## config.mk

```make
export PLATFORM = sky130hd
export DESIGN_NAME = sar_sequencer
export DESIGN_NICKNAME = d
export VERILOG_FILES = /design/src/rtl/sar_pkg.sv /design/src/rtl/sar_cnt.sv /design/src/rtl/sar_sequencer.sv
export SDC_FILE = /design/constraint.sdc
export NUM_CORES = 1
export LEC_CHECK = 0
export BUFFER_PORTS_ARGS = -buffer_cell sky130_fd_sc_hd__buf_2
export CAP_MARGIN = 0
export CORE_MARGIN = 2
export CORE_UTILIZATION = 55
export DETAILED_ROUTE_END_ITERATION = 16
export GPL_TIMING_DRIVEN = 1
export HOLD_SLACK_MARGIN = 0.08
export PLACE_DENSITY = 0.77
export SYNTH_ARGS = -nofsm -noshare
export SYNTH_HDL_FRONTEND = slang
export SYNTH_HIERARCHICAL = 1
export SYNTH_SLANG_ARGS = --single-unit
```

## constraint.sdc

```tcl
create_clock -name clk -period 7.2 [get_ports clk]
set_input_delay 2.16 -clock clk [delete_from_list [all_inputs] [get_ports clk]]
set_output_delay 2.16 -clock clk [all_outputs]
set_load 0.01 [all_outputs]
```

## src/rtl/sar_pkg.sv

```systemverilog
// Shared types and constants for the SAR conversion sequencer.
package sar_pkg;

    localparam int unsigned SAR_NBITS_DEF = 8;
    localparam int unsigned SAMPLE_W      = 8;
    localparam int unsigned SETTLE_W      = 6;
    localparam int unsigned CNT_W         = 8;

    typedef enum logic [1:0] {
        IDLE   = 2'd0,
        SAMPLE = 2'd1,
        TRIAL  = 2'd2,
        DONE   = 2'd3
    } sar_state_t;

    // Phase length of N cycles (0 meaning 1) becomes a down-counter preload of N-1.
    function automatic logic [CNT_W-1:0] cyc_to_load(input logic [CNT_W-1:0] cyc);
        return (cyc == '0) ? '0 : cyc - CNT_W'(1);
    endfunction

endpackage

```

## src/rtl/sar_cnt.sv

```systemverilog
// Loadable down-counter with zero flag; times both the sample and settle phases.
module sar_cnt
    import sar_pkg::*;
#(
    parameter int unsigned W = CNT_W
) (
    input  logic         clk,
    input  logic         rst,
    input  logic         i_load,
    input  logic [W-1:0] i_load_val,
    output logic         o_zero_c
);

    logic [W-1:0] r_cnt;

    always_ff @(posedge clk) begin
        if (rst) begin
            r_cnt <= '0;
        end else if (i_load) begin
            r_cnt <= i_load_val;
        end else if (r_cnt != '0) begin
            r_cnt <= r_cnt - W'(1);
        end
    end

    assign o_zero_c = (r_cnt == '0);

endmodule

```

## src/rtl/sar_sequencer.sv

```systemverilog
// Successive-approximation ADC sequencer: sample, NBITS binary-search trials, done pulse.
// Define SAR_CONT_EN to add the cont input for back-to-back continuous conversions.
module sar_sequencer
    import sar_pkg::*;
#(
    parameter int unsigned NBITS = SAR_NBITS_DEF
) (
    input  logic                clk,
    input  logic                rst,
    input  logic                start,
    input  logic [SAMPLE_W-1:0] sample_cyc,
    input  logic [SETTLE_W-1:0] settle_cyc,
    input  logic                comp_in,
`ifdef SAR_CONT_EN
    input  logic                cont,
`endif
    output logic                sample_en,
    output logic [NBITS-1:0]    dac_code,
    output logic                busy,
    output logic                done,
    output logic [NBITS-1:0]    result
);

    localparam int unsigned IDX_W = (NBITS > 1) ? $clog2(NBITS) : 1;

    sar_state_t          r_state;
    logic [IDX_W-1:0]    r_idx;
    logic [SETTLE_W-1:0] r_settle;

    logic                w_cont;
    logic                w_restart;
    logic                w_cnt_load;
    logic [CNT_W-1:0]    w_cnt_val;
    logic                w_cnt_zero;
    logic [NBITS-1:0]    w_bit;
    logic [NBITS-1:0]    w_kept;
    logic [NBITS-1:0]    w_next_bit;

`ifdef SAR_CONT_EN
    assign w_cont = cont;
`else
    assign w_cont = 1'b0;
`endif

    // Comparator high means the trial level overshoots the held input: drop that bit.
    assign w_bit      = NBITS'(1) << r_idx;
    assign w_kept     = comp_in ? (dac_code & ~w_bit) : dac_code;
    assign w_next_bit = NBITS'(1) << (r_idx - IDX_W'(1));
    assign w_restart  = ((r_state == IDLE) && start) || ((r_state == DONE) && w_cont);

    // The sample length is loaded straight into the counter on accept, so it acts as the latched copy.
    always_comb begin
        w_cnt_load = 1'b0;
        w_cnt_val  = cyc_to_load(sample_cyc);
        if (w_restart) begin
            w_cnt_load = 1'b1;
        end else if (w_cnt_zero &&
                     ((r_state == SAMPLE) || ((r_state == TRIAL) && (r_idx != '0)))) begin
            w_cnt_load = 1'b1;
            w_cnt_val  = cyc_to_load(CNT_W'(r_settle));
        end
    end

    sar_cnt #(
        .W (CNT_W)
    ) u_cnt (
        .clk        (clk),
        .rst        (rst),
        .i_load     (w_cnt_load),
        .i_load_val (w_cnt_val),
        .o_zero_c   (w_cnt_zero)
    );

    always_ff @(posedge clk) begin
        if (rst) begin
            r_state   <= IDLE;
            r_idx     <= '0;
            r_settle  <= '0;
            sample_en <= 1'b0;
            dac_code  <= '0;
            busy      <= 1'b0;
            done      <= 1'b0;
            result    <= '0;
        end else begin
            done <= 1'b0;
            case (r_state)
                IDLE: begin
                    if (start) begin
                        r_settle  <= settle_cyc;
                        r_state   <= SAMPLE;
                        sample_en <= 1'b1;
                        busy      <= 1'b1;
                        dac_code  <= '0;
                    end
                end
                SAMPLE: begin
                    if (w_cnt_zero) begin
                        r_state   <= TRIAL;
                        sample_en <= 1'b0;
                        r_idx     <= IDX_W'(NBITS - 1);
                        dac_code  <= {1'b1, {(NBITS-1){1'b0}}};
                    end
                end
                TRIAL: begin
                    if (w_cnt_zero) begin
                        if (r_idx == '0) begin
                            r_state  <= DONE;
                            done     <= 1'b1;
                            result   <= w_kept;
                            dac_code <= w_kept;
                        end else begin
                            r_idx    <= r_idx - IDX_W'(1);
                            dac_code <= w_kept | w_next_bit;
                        end
                    end
                end
                DONE: begin
                    if (w_cont) begin
                        r_settle  <= settle_cyc;
                        r_state   <= SAMPLE;
                        sample_en <= 1'b1;
                        dac_code  <= '0;
                    end else begin
                        r_state <= IDLE;
                        busy    <= 1'b0;
                    end
                end
                default: r_state <= IDLE;
            endcase
        end
    end

endmodule

```

# == Word level (Yosys, flattened, before mapping) ==
# Cells that the tools add are included.
# op_classes
addsub,4
n_mux,28
n_bitwise,6
n_shift,2
reduce_logical,23
eq_ne,8
# ops
cell,count
two-way mux 8 bit,11
one-hot mux 8 bit (3 select lines),1
logical NOT 8 bit,2
<< shifter 1 x 3 -> 8 bit (first input constant),2
subtractor 8 x 1 -> 8 bit (second input constant),2
AND reduction 4 bit,3
two-way mux 3 bit,3
bitwise AND 8 bit,1
two-way mux 2 bit,4
!= test 2 bit (second input constant),4
inverter 8 bit,1
OR 8 bit,1
one-hot mux 2 bit (4 select lines),1
nonzero test 2 bit,4
nonzero test 8 bit,1
subtractor 6 x 1 -> 7 bit (second input constant),1
logical NOT 6 bit,1
one-hot mux 3 bit (2 select lines),1
AND reduction 3 bit,2
two-way mux 1 bit,5
== test 2 bit (second input constant),2
one-hot mux 1 bit (2 select lines),2
AND reduction 2 bit,2
logical AND 1 bit,3
9 further kinds,11
# word_totals
inputBits,18
word_cells,80
regBits,38
output_inout_bits,19

# == Logic depth before layout (Yosys ltp) ==
# Gate-level depths: netlist (run 1).
# logic_depth
word_depth,8
depth_mapped,12
mapped_depth_nobuf,10

# == Modules after synthesis ==
# The synthesis (run 1) kept the hierarchy.
# modules_own_cells
mod,instances,cells_each,area_each_um2
sar_sequencer,1,234,1835.5
sar_cnt,1,53,475.5

# == Worst setup path after synthesis (run 1) ==
# OpenSTA, ideal clock, no wires.
# synth_path
path_type,input port to flip-flop
from,in sample_cyc[5]
to,reg u_cnt.r_cnt[1]
path_stages,7
arrival_ns,3.597
setup_ns,0.115
path_slack_ns,3.488
path_buffers,0
required_time_ns,7.085
path_cell_list,or4_4 or4b_4 o21ai_4 o22ai_1 inv_1 a21oi_1 o21a_1
# synth_via
elab_chain_len,5
# synth_rtl
element,line_no,source
"start, declared",sar_sequencer.sv:11,"input logic [SAMPLE_W-1:0] sample_cyc,"
logical NOT 8 bit *,sar_pkg.sv:18,return (cyc == '0) ? '0 : cyc - CNT_W'(1);
two-way mux 8 bit *,sar_pkg.sv:18,
two-way mux 8 bit,sar_sequencer.sv:57,end else if (w_cnt_zero &&
two-way mux 8 bit *,sar_sequencer.sv:55,if (w_restart) begin
named net w_cnt_val[1],sar_sequencer.sv:33,logic [CNT_W-1:0] w_cnt_val;
two-way mux 8 bit *,sar_cnt.sv:19,end else if (i_load) begin
"end signal, assigned",sar_cnt.sv:20,r_cnt <= i_load_val;
"end signal, assigned",sar_cnt.sv:22,r_cnt <= r_cnt - W'(1);
"end, declared",sar_cnt.sv:14,logic [W-1:0] r_cnt;
# The timed path passes the listed nets; every way through them passes the cells marked *.
# A chain may end at the register's enable or synchronous reset.

# == Final worst setup path (run 1) ==
# Ends and elaborated chain as after synthesis.

==> results of run 1 <==
==> worst max-delay path: cells and delay by family <==
family / cells / cell delay, ns
buffers and inverters: 2 / 0.17
AOI/OAI and AO/OA: 4 / 0.43
and+or+nand+nor: 2 / 1.05
==> cells in the mapped netlist (3+ instances only) <==
cell type | instances | share of area (%)
a211oi_1 | 3 | 0.97
a21oi_1 | 25 | 5.4
a31oi_1 | 5 | 1.4
clkbuf_1 | 11 | 1.8
dfxtp_1 | 38 | 33
ha_1 | 16 | 8.7
inv_1 | 14 | 2.3
nand2_1 | 50 | 8.1
nand3_1 | 9 | 1.9
nand3b_1 | 5 | 1.6
nor2_1 | 13 | 2.1
nor2b_1 | 7 | 1.9
nor3_1 | 10 | 2.2
nor4_1 | 3 | 0.81
o21ai_0 | 5 | 1.1
o22ai_1 | 6 | 1.6
o32ai_1 | 4 | 1.5
or3_1 | 5 | 1.4
xnor2_1 | 12 | 4.5
xor2_1 | 3 | 1.1
==> cell families after synthesis <==
logic type / count (synthesis) / synth area share [%]
compound gates: 69 / 20.0
xor+xnor: 15 / 5.69
fa+ha+maj: 16 / 8.66
buf+inv: 28 / 5.09
flops: 38 / 32.9
mux: 2 / 0.866
simple gates: 119 / 26.8
==> sequential cells by signal, summed over array words and instances, names as in the netlist <==
| name | count |
|---|---|
| busy | 1 |
| dac_code | 8 |
| done | 1 |
| r_idx | 3 |
| r_settle | 6 |
| r_state | 2 |
| result | 8 |
| sample_en | 1 |
| u_cnt/r_cnt | 8 |
==> cell usage in the layout (no fill, tap or decap), types with 3 or more instances in the layout <==
| master | count |
|---|---|
| ha_1 | 16 |
| nor2_1 | 13 |
| xnor2_1 | 12 |
| inv_1 | 14 |
| a31oi_1 | 5 |
| nor4_1 | 3 |
| nand3_1 | 9 |
| a211oi_1 | 3 |
| clkbuf_8 | 6 |
| a21oi_1 | 25 |
| o32ai_1 | 4 |
| o22ai_1 | 6 |
| or3_1 | 5 |
| o21ai_0 | 5 |
| nor2b_1 | 7 |
| nor3_1 | 10 |
| dfxtp_1 | 38 |
| nand3b_1 | 5 |
| nand2_1 | 50 |
| buf_2 | 36 |
| xor2_1 | 3 |
==> worst paths after layout <==
path                                                  start                     endpoint  slack (ns)
worst max-delay path                          sample_cyc[5]  u_cnt/r_cnt[1]$_SDFFE_PP0P_        3.56
worst min-delay path                 result[1]$_SDFFE_PP0P_       result[1]$_SDFFE_PP0P_        0.45
worst max register to register  u_cnt/r_cnt[0]$_SDFFE_PP0P_  u_cnt/r_cnt[3]$_SDFFE_PP0P_        4.29
worst min register to register       result[1]$_SDFFE_PP0P_       result[1]$_SDFFE_PP0P_        0.45
==> metal layers <==
metal,track usage [%],wire length [microns],vias to the layer above,share of wire [%]
li1,-,-,1081,-
met1,30.6,2370,986,47
met2,40.5,2360,52,47
met3,4.38,266,6,5.3
met4,7.35,59,0,1.2
met5,0,0,-,0
==> final cells by class <==
type | count | area (sq um)
inverters | 14 | 52.6
flip-flops and latches | 38 | 761
well taps | 50 | 62.6
fillers | 367 | 1400
clock inverters | 2 | 60.1
multi-input cells | 221 | 1430
clock buffers | 6 | 82.6
repair buffers | 36 | 180
==> report_power, final <==
part	internal (mW)	total, mW	switching, mW
Sequential	0.250	0.296	0.0465
Combinational	0.167	0.415	0.248
Clock	0.148	0.224	0.0758
==> metrics by stage <==
| stage | util (%) | setup WS [ns] | hold WS, ns |
|---|---|---|---|
| 3_5_place_dp | 61.8 | 3.28 | 0.443 |
| 3_3_place_gp | 61.8 | 3.31 | 0.435 |
| 5_1_grt | 65.3 | 3.50 | 0.477 |
| 6_report | 65.3 | 3.56 | 0.450 |
| 2_1_floorplan | - | 3.49 | 0.462 |
| 4_1_cts | 65.3 | 3.58 | 0.455 |
==> out/qor.yml, run 1 <==
min_delay_path_depth: 2
max_stage_delay_ns: 0.54
clock_skew_ns: 0.00915
dp.cells: 359
setup_violations: 0
drv_cap: 0
post_cts.repair.setup_buffers: 0
p_leak_nw: 1.03
ys.flop_type: "dfxtp_1"
status: "completed"
ys_ff_latch: 38
fin_crit_sh_pct: 50.5
cp.arrival_ns: 3.82
start_util_pct: 57.4
synthToLayoutAreaGrowth_pct: 13.9
fp.dieH_microns: 68.8
vias_per_cell: 5.79
cellPowerDensity_nw_per_um2: 355
seq_area_frac_synth_pct: 32.9
cp_max_fo: 8
cts_resized: 0
cts_max_level: 2
cts_tree: "done"
wirelength_microns: 5050
antenna_left: 0
clkTransAtPathRegs_ns: 0.08
root_buffer: "clkbuf_8"
worst_pin_slew_ns: 0.729
synth_cell_types: 53
core_area_sq_um: 4030
io_pins: 37
num-nets-final: 350
grt_pass1_vias: 1947
async_reset_ff_share_pct: 0
grt_pass1_wl_microns: 8560
worstPathRequired_ns: 7.38
drc_errors: 0
drt_iter0_markers: 168
cts_hold_buf: 0
numCtsBuffers: 5
dieArea_sq_um: 4740
crit_type: "in -> reg"
synth_edf_count: 0
ff2ff_path_depth: 8
place_hpwl_microns: 3660
synthCells: 287
grt_usage_pct: 23.8
fp.dieW_microns: 68.8
yosysWarnings: 6
num_rows: 23
antenna_found_initial: 0
period_needed_ns: 3.64
postSynthAreaPerCell_sq_um: 8.05
dr.pass1.iters: 5
clock_path_buffers: 2
fmax_ghz: 0.275
max-slew-margin-rel_pct: 51.4
rsz0062_at_grt: "false"
crit_path_start_kind: "primary input"
total_power_uw: 935
fin_area_sq_um: 2630
ir_drop_mv: 0.334
dpl_cell_area_sq_um: 2490
cp_slowest_cell: "or4_4"
hold_viol: 0
syn_area_sq_um: 2310
cp-end-kind: "register"
grt_overflow_total: 0
synth_fp_nets: 321
wl_per_cell_microns: 13.8
antenna_cells: 0
drive_gt1_share_pct: 16.7
maxSlewViolCount: 0
portBuffers: 36
cts.sinks: 38
min_path_type: "reg -> reg"
grt_start_max_net_pins: 43
final_cells: 367
setup_tns_ns: 0
dr_total_vias: 2125
place_congestion: 0.983
cp_cell_sequence: "buf_2, or4_4, or4b_4, o21ai_4, o22ai_1, inv_1, a21oi_1, o21a_1"
clk_latency_ns: 0.29
Power figures use the tool's default switching activity.
==> inputs of run 2 (changes only) <==
--- a/config.mk
+++ b/config.mk
@@ -8,11 +8,11 @@
 export BUFFER_PORTS_ARGS = -buffer_cell sky130_fd_sc_hd__buf_2
 export CAP_MARGIN = 0
 export CORE_MARGIN = 2
-export CORE_UTILIZATION = 55
+export CORE_UTILIZATION = 51
 export DETAILED_ROUTE_END_ITERATION = 16
 export GPL_TIMING_DRIVEN = 1
 export HOLD_SLACK_MARGIN = 0.08
-export PLACE_DENSITY = 0.77
+export PLACE_DENSITY = 0.75
 export SYNTH_ARGS = -nofsm -noshare
 export SYNTH_HDL_FRONTEND = slang
 export SYNTH_HIERARCHICAL = 1
==> constraint.sdc (replaced) <==
create_clock -name clk -period 3 [get_ports clk]
set_input_delay 0.9 -clock clk [delete_from_list [all_inputs] [get_ports clk]]
set_output_delay 0.9 -clock clk [all_outputs]
set_load 0.01 [all_outputs]
==> run 2 against run 1 <==
Compared with the run above:
- via count increased by 0.61%
- first-iteration DRC count decreased by 27%
- clock power increased by 63%
- combinational power increased by 150%
- global-route usage decreased by 3.3 points
- routed wire length increased by 0.67%
- utilization decreased by 5.7 points
- sequential share of layout area increased by 0.38 points
- critical path depth decreased by 2
- design area decreased by 1.3%
- sequential power increased by 140%
==> out/qor.yml, run 2 (synthesized netlist as in run 1, its figures left out) <==
grt_start_max_net_pins: 43
period_needed_ns: 2.59
num-nets-final: 352
antenna_left: 0
status: "completed"
io_pins: 37
ir_drop_mv: 0.474
numCtsBuffers: 5
portBuffers: 36
fp.dieH_microns: 71.3
fmax_ghz: 0.386
hp-start: "result[0]$_SDFFE_PP0P_"
cts_tree: "done"
ff2ff_path_depth: 6
start_util_pct: 53.1
max_stage_delay_ns: 0.55
post_cts.repair.setup_buffers: 0
antenna_found_initial: 0
hold_viol: 0
num_rows: 24
power_frac_comb_pct: 48.9
crit_type: "reg -> reg"
dr.pass1.iters: 5
drc_errors: 0
hold_end: "result[0]$_SDFFE_PP0P_"
swShare_pct: 42.8
intPower_mw: 1.20
cp_cell_sequence: "nor4_4, and4bb_1, o21ba_2, or3_1, or3_1, a21oi_1"
cp.arrival_ns: 2.81
worstPathRequired_ns: 3.22
p_sw_uw: 900
final_common_cell: "nand2_1"
fin_crit_sh_pct: 86.3
top_regs: "dac_code x8, result x8, u_cnt/r_cnt x8"
cts_max_level: 2
rsz0062_at_grt: "false"
grt_pass1_wl_microns: 8340
drv_cap: 0
crit_path_start_kind: "register"
mostFrequentLayoutCells: "nand2_1, dfxtp_1, buf_2, a21oi_1, ha_1"
max-slew-margin-rel_pct: 49.4
crit_path_start: "u_cnt/r_cnt[3]$_SDFFE_PP0P_"
wirelength_microns: 5080
setup_tns_ns: 0
timing.rr.start: "u_cnt/r_cnt[3]$_SDFFE_PP0P_"
root_buffer: "clkbuf_8"
drt_iter0_markers: 123
clock_skew_ns: 0.00631
setup_violations: 0
grt_pass1_vias: 1853
place_hpwl_microns: 3680
clkPwrFrac_pct: 17.3
min_delay_path_depth: 2
worst_pin_slew_ns: 0.758
worstReg2RegEnd: "dac_code[2]$_SDFFE_PP0P_"
clk_latency_ns: 0.29
cp-end-kind: "register"
cp_max_fo: 13
dpl_cell_area_sq_um: 2510
vias_per_cell: 5.76
reg2reg_slack_ns: 0.41
clock_path_buffers: 2
wl_per_cell_microns: 13.7
cts_resized: 0
drive_gt1_share_pct: 16.9
crit_buf_inv: 0
multi_input_area_sq_um: 1430
antenna_cells: 0
fin_area_sq_um: 2600
core_area_sq_um: 4350
maxSlewViolCount: 0
fp.dieW_microns: 71.3
cp_slowest_cell: "or3_1"
grt_usage_pct: 20.5
place_congestion: 0.829
critPathMostFrequentCell: "or3_1"
p_leak_nw: 1.02
cellPowerDensity_nw_per_um2: 809
min_path_type: "reg -> reg"
path_delay_family: "simple AND/OR/NAND/NOR gates"
synthToLayoutAreaGrowth_pct: 12.4
dieArea_sq_um: 5090
seqPwrFrac_pct: 33.8
cts.sinks: 38
dr_total_vias: 2138
fillers: 399
grt_overflow_total: 0
seq_area_sq_um: 761
cts_hold_buf: 0
clkTransAtPathRegs_ns: 0.07
run 2: cell types whose count changed in the layout (fill, tap and decap cells not counted), sizes merged:
cell	change
buf	+2
clkbuf	+1
bufinv	-2
clkinv	+1
run 2: cell type report:
class                           count  share of cell area (%)
Inverter                           14                    2.02
Tap cell                           52                    2.50
Clock inverter                      1                   0.193
Sequential cell                    38                    29.3
Timing Repair Buffer               38                    7.51
Multi-Input combinational cell    221                    55.2
Clock buffer                        7                    3.32
run 2: worst reg2reg max path, delay by kind of cell, from the launching register on:
kind,cells,cell delay (ns)
compound gates,2,0.36
simple gates,4,1.80
flops,1,0.36
run 2: power groups by stage:
stage	Combinational (mW)	Clock, mW	Sequential (mW)
floorplan	0.831	0	0.696
global placement	0.995	0	0.718
detailed placement	1.00	0	0.721
CTS	1.01	0.370	0.709
global route	1.14	0.385	0.727
finish	1.03	0.364	0.711
run 2: per-layer routing:
layer	global-route usage [%]	up-vias	routed length [microns]
met4	8.60	0	69
met3	3.66	6	234
met1	28.8	986	2510
li1	-	1086	-
met5	0	-	0
met2	31.1	60	2270
run 2: metrics by stage:
step                setup WS (ns)  hold WS [ns]  util (%)  total power, mW  cells
finish                      0.412         0.450      59.7             2.10    371
global route                0.254         0.485      59.7             2.25    371
CTS                         0.433         0.453      59.7             2.09    371
detailed placement          0.346         0.443      57.6             1.72    363
global placement            0.364         0.435      57.6             1.71    363
floorplan                   0.548         0.462         -             1.53    287
run 2: how the worst max path moves through the flow:
| stage | endpoint | slack (ns) | cells after the start |
|---|---|---|---|
| CTS | dac_code[2]$_SDFFE_PP0P_ | 0.43 | 6 |
| global placement | u_cnt/r_cnt[1]$_SDFFE_PP0P_ | 0.36 | 8 |
| detailed placement | u_cnt/r_cnt[1]$_SDFFE_PP0P_ | 0.35 | 8 |
| global route | dac_code[1]$_SDFFE_PP0P_ | 0.25 | 6 |
| floorplan | u_cnt/r_cnt[1]$_SDFFE_PP0P_ | 0.55 | 7 |
| finish | dac_code[2]$_SDFFE_PP0P_ | 0.41 | 6 |
==> inputs of run 3 (changes only) <==
--- a/config.mk
+++ b/config.mk
@@ -12,6 +12,7 @@
 export DETAILED_ROUTE_END_ITERATION = 16
 export GPL_TIMING_DRIVEN = 1
 export HOLD_SLACK_MARGIN = 0.08
+export MAX_ROUTING_LAYER = met4
 export PLACE_DENSITY = 0.75
 export SYNTH_ARGS = -nofsm -noshare
 export SYNTH_HDL_FRONTEND = slang
==> run 3 against run 2 <==
Compared with the run above:
- worst setup slack better by 0.016 ns
- critical endpoint unchanged
- register-to-register slack improved by 0.02 ns
- sequential power about the same
- largest cell class unchanged
- first-iteration DRC count fell by 2.4%
- routed wire length down 1.1%
==> out/qor.yml, run 3 (synthesized netlist as in run 1, its figures left out) <==
status: "completed"
cp-end-kind: "register"
cp.arrival_ns: 2.79
antenna_left: 0
max-slew-margin-rel_pct: 50.0
finalWorstSetupSlack_ns: 0.429
place_hpwl_microns: 3680
cts_max_level: 2
dieArea_sq_um: 5090
setup_violations: 0
start_util_pct: 53.1
critPathMostFrequentCell: "or3_1"
whs_ns: 0.449
grt_overflow_total: 0
fmax_ghz: 0.389
final_common_cell: "nand2_1"
cts_hold_buf: 0
period_needed_ns: 2.57
fin_util_pct: 59.7
hold_viol: 0
p_leak_nw: 1.02
cts.sinks: 38
pre_cts_slack_ns: 0.346
max_stage_delay_ns: 0.54
timing.rr.start: "u_cnt/r_cnt[3]$_SDFFE_PP0P_"
grt_usage_pct: 21.1
multi_input_area_sq_um: 1430
crit_type: "reg -> reg"
worstPathRequired_ns: 3.22
vias_per_cell: 5.69
mostFrequentLayoutCells: "nand2_1, dfxtp_1, buf_2, a21oi_1, ha_1"
rsz0062_at_grt: "false"
post_cts.repair.setup_buffers: 0
core_area_sq_um: 4350
grt_start_max_net_pins: 43
crit_path_start_kind: "register"
io_pins: 37
place_congestion: 0.841
clk_latency_ns: 0.29
clock_skew_ns: 0.00674
drt_iter0_markers: 120
total_power_mw: 2.09
min_path_type: "reg -> reg"
drc_errors: 0
fp.dieW_microns: 71.3
setup_tns_ns: 0
antenna_cells: 0
synthToLayoutAreaGrowth_pct: 12.4
drv_cap: 0
worst_pin_slew_ns: 0.750
grt_pass1_vias: 1852
fillers: 399
cp_cell_sequence: "nor4_4, and4bb_1, o21ba_2, or3_1, or3_1, a21oi_1"
hp-start: "result[0]$_SDFFE_PP0P_"
cts_resized: 0
root_buffer: "clkbuf_8"
fin_crit_sh_pct: 85.7
fp.dieH_microns: 71.3
numCtsBuffers: 5
seq_area_sq_um: 761
top_regs: "dac_code x8, result x8, u_cnt/r_cnt x8"
portBuffers: 36
ir_drop_mv: 0.472
cp_slowest_cell: "or3_1"
num_rows: 24
dr_total_vias: 2112
drive_gt1_share_pct: 16.9
crit_path_start: "u_cnt/r_cnt[3]$_SDFFE_PP0P_"
dr.pass1.iters: 4
wirelength_microns: 5030
wl_per_cell_microns: 13.5
grt_pass1_wl_microns: 8340
cellPowerDensity_nw_per_um2: 805
cts_tree: "done"
antenna_found_initial: 0
clkTransAtPathRegs_ns: 0.07
cp_max_fo: 13
maxSlewViolCount: 0
num-nets-final: 352
clock_path_buffers: 2
run 3: cell counts in the layout (fill, tap and decap cells not counted):
Identical to the previous run, type by type.
run 3: layout make-up:
cell class / count / area share [%]
Multi-Input combinational cell: 221 / 55.2
Sequential cell: 38 / 29.3
Timing Repair Buffer: 38 / 7.51
Clock buffer: 7 / 3.32
Tap cell: 52 / 2.50
Inverter: 14 / 2.02
Clock inverter: 1 / 0.193
run 3: worst paths after layout:
check                             endpoint  slack [ns]  cells after the start
setup / recovery  dac_code[2]$_SDFFE_PP0P_        0.43                      6
hold reg to reg     result[0]$_SDFFE_PP0P_        0.45                      2
setup reg to reg  dac_code[2]$_SDFFE_PP0P_        0.43                      6
hold / removal      result[0]$_SDFFE_PP0P_        0.45                      2
run 3: worst max-delay path: cells and delay by family (launching register included):
family | cells | cell delay, ns
AO/OA/AOI/OAI | 2 | 0.35
flip-flops | 1 | 0.36
AND/OR/NAND/NOR | 4 | 1.78
run 3: where the power goes:
| part | internal [mW] | switching (mW) | total, mW |
|---|---|---|---|
| registers | 0.600 | 0.110 | 0.710 |
| clock network | 0.185 | 0.175 | 0.360 |
| logic | 0.416 | 0.605 | 1.02 |
run 3: metal layers:
metal	wire, microns	vias up	GRT usage (%)
li1	-	1087	-
met1	2470	970	28.8
met2	2260	49	31.1
met3	223	6	3.66
met4	70	0	8.60
met5	0	-	-
run 3: stage by stage:
stage | area, sq um | std cells
floorplan | 2310 | 287
global placement | 2510 | 363
CTS | 2600 | 371
finish | 2600 | 371
global route | 2600 | 371
detailed placement | 2510 | 363
